<file path="config.mk">
export PLATFORM = sky130hd
export DESIGN_NAME = irq_conditioner_apb
export DESIGN_NICKNAME = d
export VERILOG_FILES = /design/src/rtl/irq_conditioner_apb.sv
export SDC_FILE = /design/constraint.sdc
export NUM_CORES = 1
export LEC_CHECK = 0
export ABC_CLOCK_PERIOD_IN_PS = 1100
export BUFFER_PORTS_ARGS = -buffer_cell sky130_fd_sc_hd__buf_4
export CORE_MARGIN = 1.5
export CORE_UTILIZATION = 38
export CTS_CLUSTER_DIAMETER = 60
export DETAILED_ROUTE_END_ITERATION = 8
export MAX_ROUTING_LAYER = met4
export PLACE_DENSITY = 0.76
export SYNTH_ARGS = -nofsm -noshare
export SYNTH_HDL_FRONTEND = slang
export SYNTH_SLANG_ARGS = --single-unit
</file>
<file path="constraint.sdc">
create_clock -name aclk -period 1.1 [get_ports aclk]
set_input_delay 0.055 -clock aclk [delete_from_list [all_inputs] [get_ports aclk]]
set_output_delay 0.055 -clock aclk [all_outputs]
set_load 0.03 [all_outputs]
</file>
<file path="src/rtl/irq_conditioner_apb.sv">
// irq_conditioner_apb: synchronises and polarity-corrects interrupt lines,
// latches them as level or edge pending bits, and exposes control over APB.
module irq_conditioner_apb #(
    parameter int N_IRQ          = 4,
    parameter int APB_ADDR_WIDTH = 32
) (
    input  logic                      aclk,
    input  logic                      aresetn,
    input  logic [N_IRQ-1:0]          irq_raw_i,
    input  logic                      PSEL,
    input  logic                      PENABLE,
    input  logic                      PWRITE,
    input  logic [APB_ADDR_WIDTH-1:0] PADDR,
    input  logic [31:0]               PWDATA,
    output logic [31:0]               PRDATA,
    output logic                      PREADY,
    output logic                      PSLVERR,
    output logic [N_IRQ-1:0]          irq_o
);

    localparam logic [7:0] A_ENABLE  = 8'h00;
    localparam logic [7:0] A_MODE    = 8'h04;
    localparam logic [7:0] A_POL     = 8'h08;
    localparam logic [7:0] A_PENDING = 8'h0C;
    localparam logic [7:0] A_RAW     = 8'h10;
    localparam logic [7:0] A_SET     = 8'h14;

    logic [N_IRQ-1:0] r_sync1;
    logic [N_IRQ-1:0] r_sync2;
    logic [N_IRQ-1:0] r_prev;
    logic [N_IRQ-1:0] r_enable;
    logic [N_IRQ-1:0] r_mode;
    logic [N_IRQ-1:0] r_polarity;
    logic [N_IRQ-1:0] r_pending;
    logic [N_IRQ-1:0] r_irq;

    logic [7:0]       w_off;
    logic             w_acc;
    logic             w_sel_en;
    logic             w_sel_mode;
    logic             w_sel_pol;
    logic             w_sel_pend;
    logic             w_sel_raw;
    logic             w_sel_set;
    logic             w_rd_ok;
    logic             w_wr_ok;
    logic             w_err;
    logic             w_we;
    logic [N_IRQ-1:0] w_data;
    logic [N_IRQ-1:0] w_asserted;
    logic [N_IRQ-1:0] w_rise;
    logic [N_IRQ-1:0] w_set;
    logic [N_IRQ-1:0] w_clr;
    logic [N_IRQ-1:0] w_pend_nxt;
    logic [31:0]      w_rdata;
    logic             w_unused_bits;

    assign w_unused_bits = ^{PADDR, PWDATA};

    assign w_off      = PADDR[7:0];
    assign w_acc      = PSEL & PENABLE;
    assign w_sel_en   = (w_off == A_ENABLE);
    assign w_sel_mode = (w_off == A_MODE);
    assign w_sel_pol  = (w_off == A_POL);
    assign w_sel_pend = (w_off == A_PENDING);
    assign w_sel_raw  = (w_off == A_RAW);
    assign w_sel_set  = (w_off == A_SET);

    assign w_rd_ok = w_sel_en | w_sel_mode | w_sel_pol | w_sel_pend | w_sel_raw;
    assign w_wr_ok = w_sel_en | w_sel_mode | w_sel_pol | w_sel_pend | w_sel_set;
    assign w_err   = w_acc & (PWRITE ? ~w_wr_ok : ~w_rd_ok);
    assign w_we    = w_acc & PWRITE & ~w_err;
    assign w_data  = PWDATA[N_IRQ-1:0];

    assign w_asserted = r_sync2 ^ r_polarity;
    assign w_rise     = w_asserted & ~r_prev;
    assign w_set      = {N_IRQ{w_we & w_sel_set}} & w_data;
    assign w_clr      = {N_IRQ{w_we & w_sel_pend}} & w_data;

    // Edge bits: set beats a same-cycle clear. Level bits track the line.
    assign w_pend_nxt = (r_mode & (w_rise | w_set | (r_pending & ~w_clr)))
                      | (~r_mode & w_asserted);

    always_comb begin
        w_rdata = '0;
        unique case (1'b1)
            w_sel_en:   w_rdata = 32'(r_enable);
            w_sel_mode: w_rdata = 32'(r_mode);
            w_sel_pol:  w_rdata = 32'(r_polarity);
            w_sel_pend: w_rdata = 32'(r_pending);
            w_sel_raw:  w_rdata = 32'(w_asserted);
            default:    w_rdata = '0;
        endcase
    end

    // Response is gated by reset so nothing leaks while aresetn is low.
    assign PREADY  = 1'b1;
    assign PSLVERR = aresetn & w_err;
    assign PRDATA  = (aresetn & w_acc & ~PWRITE & ~w_err) ? w_rdata : '0;
    assign irq_o   = r_irq;

    always_ff @(posedge aclk or negedge aresetn) begin
        if (!aresetn) begin
            r_sync1    <= '0;
            r_sync2    <= '0;
            r_prev     <= '0;
            r_enable   <= '0;
            r_mode     <= '0;
            r_polarity <= '0;
            r_pending  <= '0;
            r_irq      <= '0;
        end else begin
            r_sync1   <= irq_raw_i;
            r_sync2   <= r_sync1;
            r_prev    <= w_asserted;
            r_pending <= w_pend_nxt;
            r_irq     <= r_pending & r_enable;
            if (w_we && w_sel_en)   r_enable   <= w_data;
            if (w_we && w_sel_mode) r_mode     <= w_data;
            if (w_we && w_sel_pol)  r_polarity <= w_data;
        end
    end

endmodule

</file>
Yosys cells after proc, flatten, opt, wreduce, memory -nomap -nowiden
Index checks and enable logic that the tools add are counted.

storage, ports and cells
  bits in latches = 0
  bits in read-only memories = 0
  input port bits = 73
  output and inout bits = 38
  register bits after elaboration = 32
  memories kept = 0
  memory bits (writable) = 0
  logic and storage cells = 53

cells by class
  order comparisons = 0
  shift operators = 0
  $add $sub $neg = 0
  mux-type cells = 3
  div/mod/pow operators = 0
  bitwise operators = 33
  multiply operators = 0
  reduce and logical (&&, ||, !) cells = 4
  eq/ne operators = 5

operator list
  cell                  count
  $mux W32              1
  $and A4 B4 Y4         7
  $pmux W4 S5           1
  $eq A8 B4 Y1 const B  2
  $eq A8 B5 Y1 const B  2
  $not A4 Y4            3
  $or A4 B4 Y4          3
  $and A1 B1 Y1         10
  $eq A8 B3 Y1 const B  1
  $logic_not A8 Y1      1
  $or A1 B1 Y1          5
  $not A1 Y1            4
  $xor A4 B4 Y4         1
  $logic_and A1 B1 Y1   3
  $mux W1               1

Depth between registers and ports, before layout
  depth in word-level cells = 17
  depth in mapped cells = 4
  mapped depth without buffers = 3

Worst setup path after synthesis
Ideal clock, no wire load.

  path type = register -> output
  start = reg r_polarity[0]
  end = out PRDATA[0]
  arrival = 1.222 ns
  stages on the path, launching flop included = 4
  data required time = 1.045 ns
  path buffers = 0
  setup slack = -0.177 ns
  cell sequence = dfrtp_1 -> xor2_1 -> nand4_1 -> a21oi_1

on the way
  cells in the longest elaborated chain, start to end = 3

RTL lines
  item                     line  RTL
  from (decl)              33    logic [N_IRQ-1:0] r_polarity;
  from (signal assigned)   120   if (w_we && w_sel_pol) r_polarity <= w_data;
  $xor A4 B4 Y4            75    assign w_asserted = r_sync2 ^ r_polarity;
  named net w_asserted[0]  50    logic [N_IRQ-1:0] w_asserted;
  $pmux W4 S5              86    unique case (1'b1)
  $mux W32                 99    assign PRDATA = (aresetn & w_acc & ~PWRITE & ~w_err) ? w_rdata : '0;
  to (decl)                15    output logic [31:0] PRDATA,

The timed path passes the listed nets, and every way through them passes these cells.

Worst setup path after layout
  start = reg r_polarity[3]
  end = out PRDATA[3]

on the way
  cells in the longest elaborated chain, start to end = 3

RTL lines
  item           line
  $xor A4 B4 Y4  75
  $pmux W4 S5 *  86
  $mux W32 *     99

Every way passes the cells marked *; elsewhere a longest branch is shown, timed or not.

==> impl_metrics.csv <==
group,metric,value,unit
placement,dp_hpwl,2.78,mm
routing,ant_nets,0,
final_layout,fin_nets,291,
floorplan,start_util,0.390,
timing,finalCriticalPeriod,1.53,ns
worst_setup_path,r2r_start,"r_polarity[1]$_DFFE_PN0P_",
yosys,syn_area,1690,um2
global_route,grt_overflow_total,0,
cts,cts_buffers,5,
routing,vias,1303,
yosys,synth_warnings,0,
global_route,grt_pass1_wl,6.00,mm
yosys,ys_seq_area_frac,0.474,
floorplan,core-area,4320,um2
routing,drc,0,
worst_setup_path,cp_slowest_cell,"mux4_2",
worst_setup_path,cp-end-kind,"output port",
status,violations,"setup timing",
yosys,synth_common_cells,"dfrtp_1 (32), buf_4 (30), nand2_1 (16), mux2_2 (12), nand3_1 (10)",
final_layout,num_antenna_cells,0,
placement,numPortBuffers,29,
final_layout,areaGrowthSynthToFinish,35.2,%
global_route,grt_max_degree,33,
floorplan,die_w,69.6,um
placement,place_congestion,0.825,
cts,cts.path.max_buffers,2,
yosys,ys_types,27,
hold_path,min_path_type,"in -> reg",
power,ir_drop,0.642,mV
yosys,avgSynthCellArea,11.2,um2
cts,clock_latency,0.28,ns
final_layout,layout-drive-gt1-share,0.438,
timing,fmax,0.655,GHz
final_layout,finalNonFillerCells,271,
worst_setup_path,critPathLaunchType,"flop",
worst_setup_path,cp.buffers_inverters,1,
routing,routedWlPerCell,13.3,um
yosys,synthFlopType,"dfrtp_1",
timing,maxSlewViolCount,0,
hold_path,min-delay-start,"PWDATA[1]",
cts,cts.sinks,32,
hold_path,min_path_cells,2,
worst_setup_path,worstSetupPathType,"reg -> out",
timing,rsz0062_at_grt,"yes",
routing,drtIter0Drc,75,
power,p_per_area,1130,nW/um2
power,cellLeakagePower,0.00108,uW
worst_setup_path,worstPathCellList,"mux4_2 > nand3_2 > a21oi_4 > buf_6",
timing,worst_slack,-0.427,ns
global_route,grt_antenna_before_repair,0,
cts,cts_tree,"done",
floorplan,rows,24,
cts,htree_levels,2,
yosys,synth_seq_cells,32,
worst_setup_path,worstPathMaxFanout,3,
worst_setup_path,crit_arrival,1.47,ns
timing,fin_skew,0.00885,ns
yosys,yosysTopAreaCell,"dfrtp_1",
hold_path,hold_end,"r_enable[1]$_DFFE_PN0P_",
yosys,synth_cells,151,
worst_setup_path,r2r-end,"r_pending[1]$_DFF_PN0_",
cts,clk_pin_slew,0.07,ns
run,max_cap_violations,0,
worst_setup_path,reg2reg_slack,0.09,ns
cts,root_buffer,"clkbuf_8",
yosys,synth_enable_flop_cells,0,
worst_setup_path,r2r_cells,4,
timing,setup_viol,5,
worst_setup_path,cp.required,1.04,ns
placement,numPlacedInstances,257,
routing,wirelength,3.60,mm
yosys,async_flop_share,1.00,
floorplan,die_h,69.6,um
yosys,yosys.area.top_type_share,0.474,
routing,vias_per_cell,4.81,
worst_setup_path,critPathTopFamily,"multiplexers",
timing,fin_crit_sh,1.39,
final_layout,utilization,0.528,
yosys,synth_top_cells_by_area,"dfrtp_1 (47%), buf_4 (13%), mux2_2 (8.0%)",
global_route,grt_pass1_vias,1227,
timing,finalHoldViolCount,0,
status,status,"finished with violations",
routing,firstDrtPassIters,4,
floorplan,ioPinCount,111,
floorplan,die_area,4850,um2
global_route,track_usage,0.166,
yosys,yosysMostFrequentCell,"dfrtp_1",
worst_setup_path,cpPeakStageDelay,0.48,ns
registers in the layout (all words and copies together) (netlist names):
| signal | flops |
|---|---|
| irq_o | 4 |
| r_enable | 4 |
| r_mode | 4 |
| r_pending | 4 |
| r_polarity | 4 |
| r_prev | 4 |
| r_sync1 | 4 |
| r_sync2 | 4 |
cell type report:
cell class / instances / area (um2)
Multi-Input combinational cell: 114 / 811
Sequential cell: 32 / 801
Tap cell: 52 / 65.1
Timing Repair Buffer: 65 / 515
Fill cell: 397 / 2040
Clock buffer: 8 / 90.1
per-stage QoR:
stage / setup WS [ns] / hold WS, ns / instance area [um2] / setup TNS, ns / total power [uW]
2_1_floorplan: -0.0350 / -0.241 / 1820 / -0.402 / 1560
3_3_place_gp: -0.259 / 0.113 / 2100 / -4.09 / 1650
3_5_place_dp: -0.281 / 0.119 / 2100 / -4.38 / 1660
4_1_cts: -0.434 / 0.0348 / 2280 / -1.68 / 2610
5_1_grt: -0.470 / 0.0473 / 2280 / -2.35 / 2700
6_report: -0.427 / 0.0419 / 2280 / -1.66 / 2580
report_power, final:
part	internal [uW]	switching, uW	total (uW)
registers	1210	17.1	1230
logic	153	273	425
clock network	510	415	925
total	1880	705	2580
kinds of logic after synthesis:
| group | share of synthesized area |
|---|---|
| and+or+nand+nor | 0.179 |
| AOI/OAI and AO/OA | 0.0393 |
| DFF | 0.474 |
| muxes | 0.138 |
| other | 0.00445 |
| buffers and inverters | 0.139 |
| xor gates and xnor gates | 0.0259 |
placed cells by master, fill, tap and decap left out, types with 2 or more instances in the layout:
master         netlist  routed
mux2_2              12      12
o221ai_1             4       4
nor4_1               4       3
nand4_1              8       8
mux4_2               2       4
a21oi_4              0       2
nor2b_1              2       2
xor2_1               5       4
and2_1               4       4
clkbuf_1             1       2
nand2_1             16      16
dlygate4sd3_1        0       5
conb_1               2      29
buf_4               30      56
buf_6                0       4
clkbuf_8             0       6
nor2_1               2       2
dfrtp_1             32      32
nand3_1             10       6
nand3_2              0       4
or2_2                2       2
a21oi_2              0       2
per-layer routing:
metal	share of wire	wire length (um)	global-route usage	vias to the layer above
met5	0	0	-	-
met4	0.021	76	0.0641	0
met3	0.087	312	0.0436	9
met2	0.47	1700	0.259	64
met1	0.42	1510	0.208	622
li1	-	-	-	608
worst max-delay path by stage:
stage                         startpoint                       to  depth (start not counted)
2_1_floorplan                   PADDR[1]  r_enable[0]$_DFFE_PN0P_                          3
3_3_place_gp                    PADDR[1]  r_enable[0]$_DFFE_PN0P_                          5
6_report       r_polarity[3]$_DFFE_PN0P_                PRDATA[3]                          4
3_5_place_dp                    PADDR[1]  r_enable[0]$_DFFE_PN0P_                          5
5_1_grt           r_pending[2]$_DFF_PN0_                PRDATA[2]                          4
4_1_cts        r_polarity[3]$_DFFE_PN0P_                PRDATA[3]                          4
repair_timing:
item,4_1_cts,5_1_grt
pin swaps,4,0
buffers inserted,1,0
hold buffers,5,0
endpoints found under the hold margin,36,0
resized for setup,7,1
endpoints found under the setup margin,4,17
(Power assumes the default switching activity.)
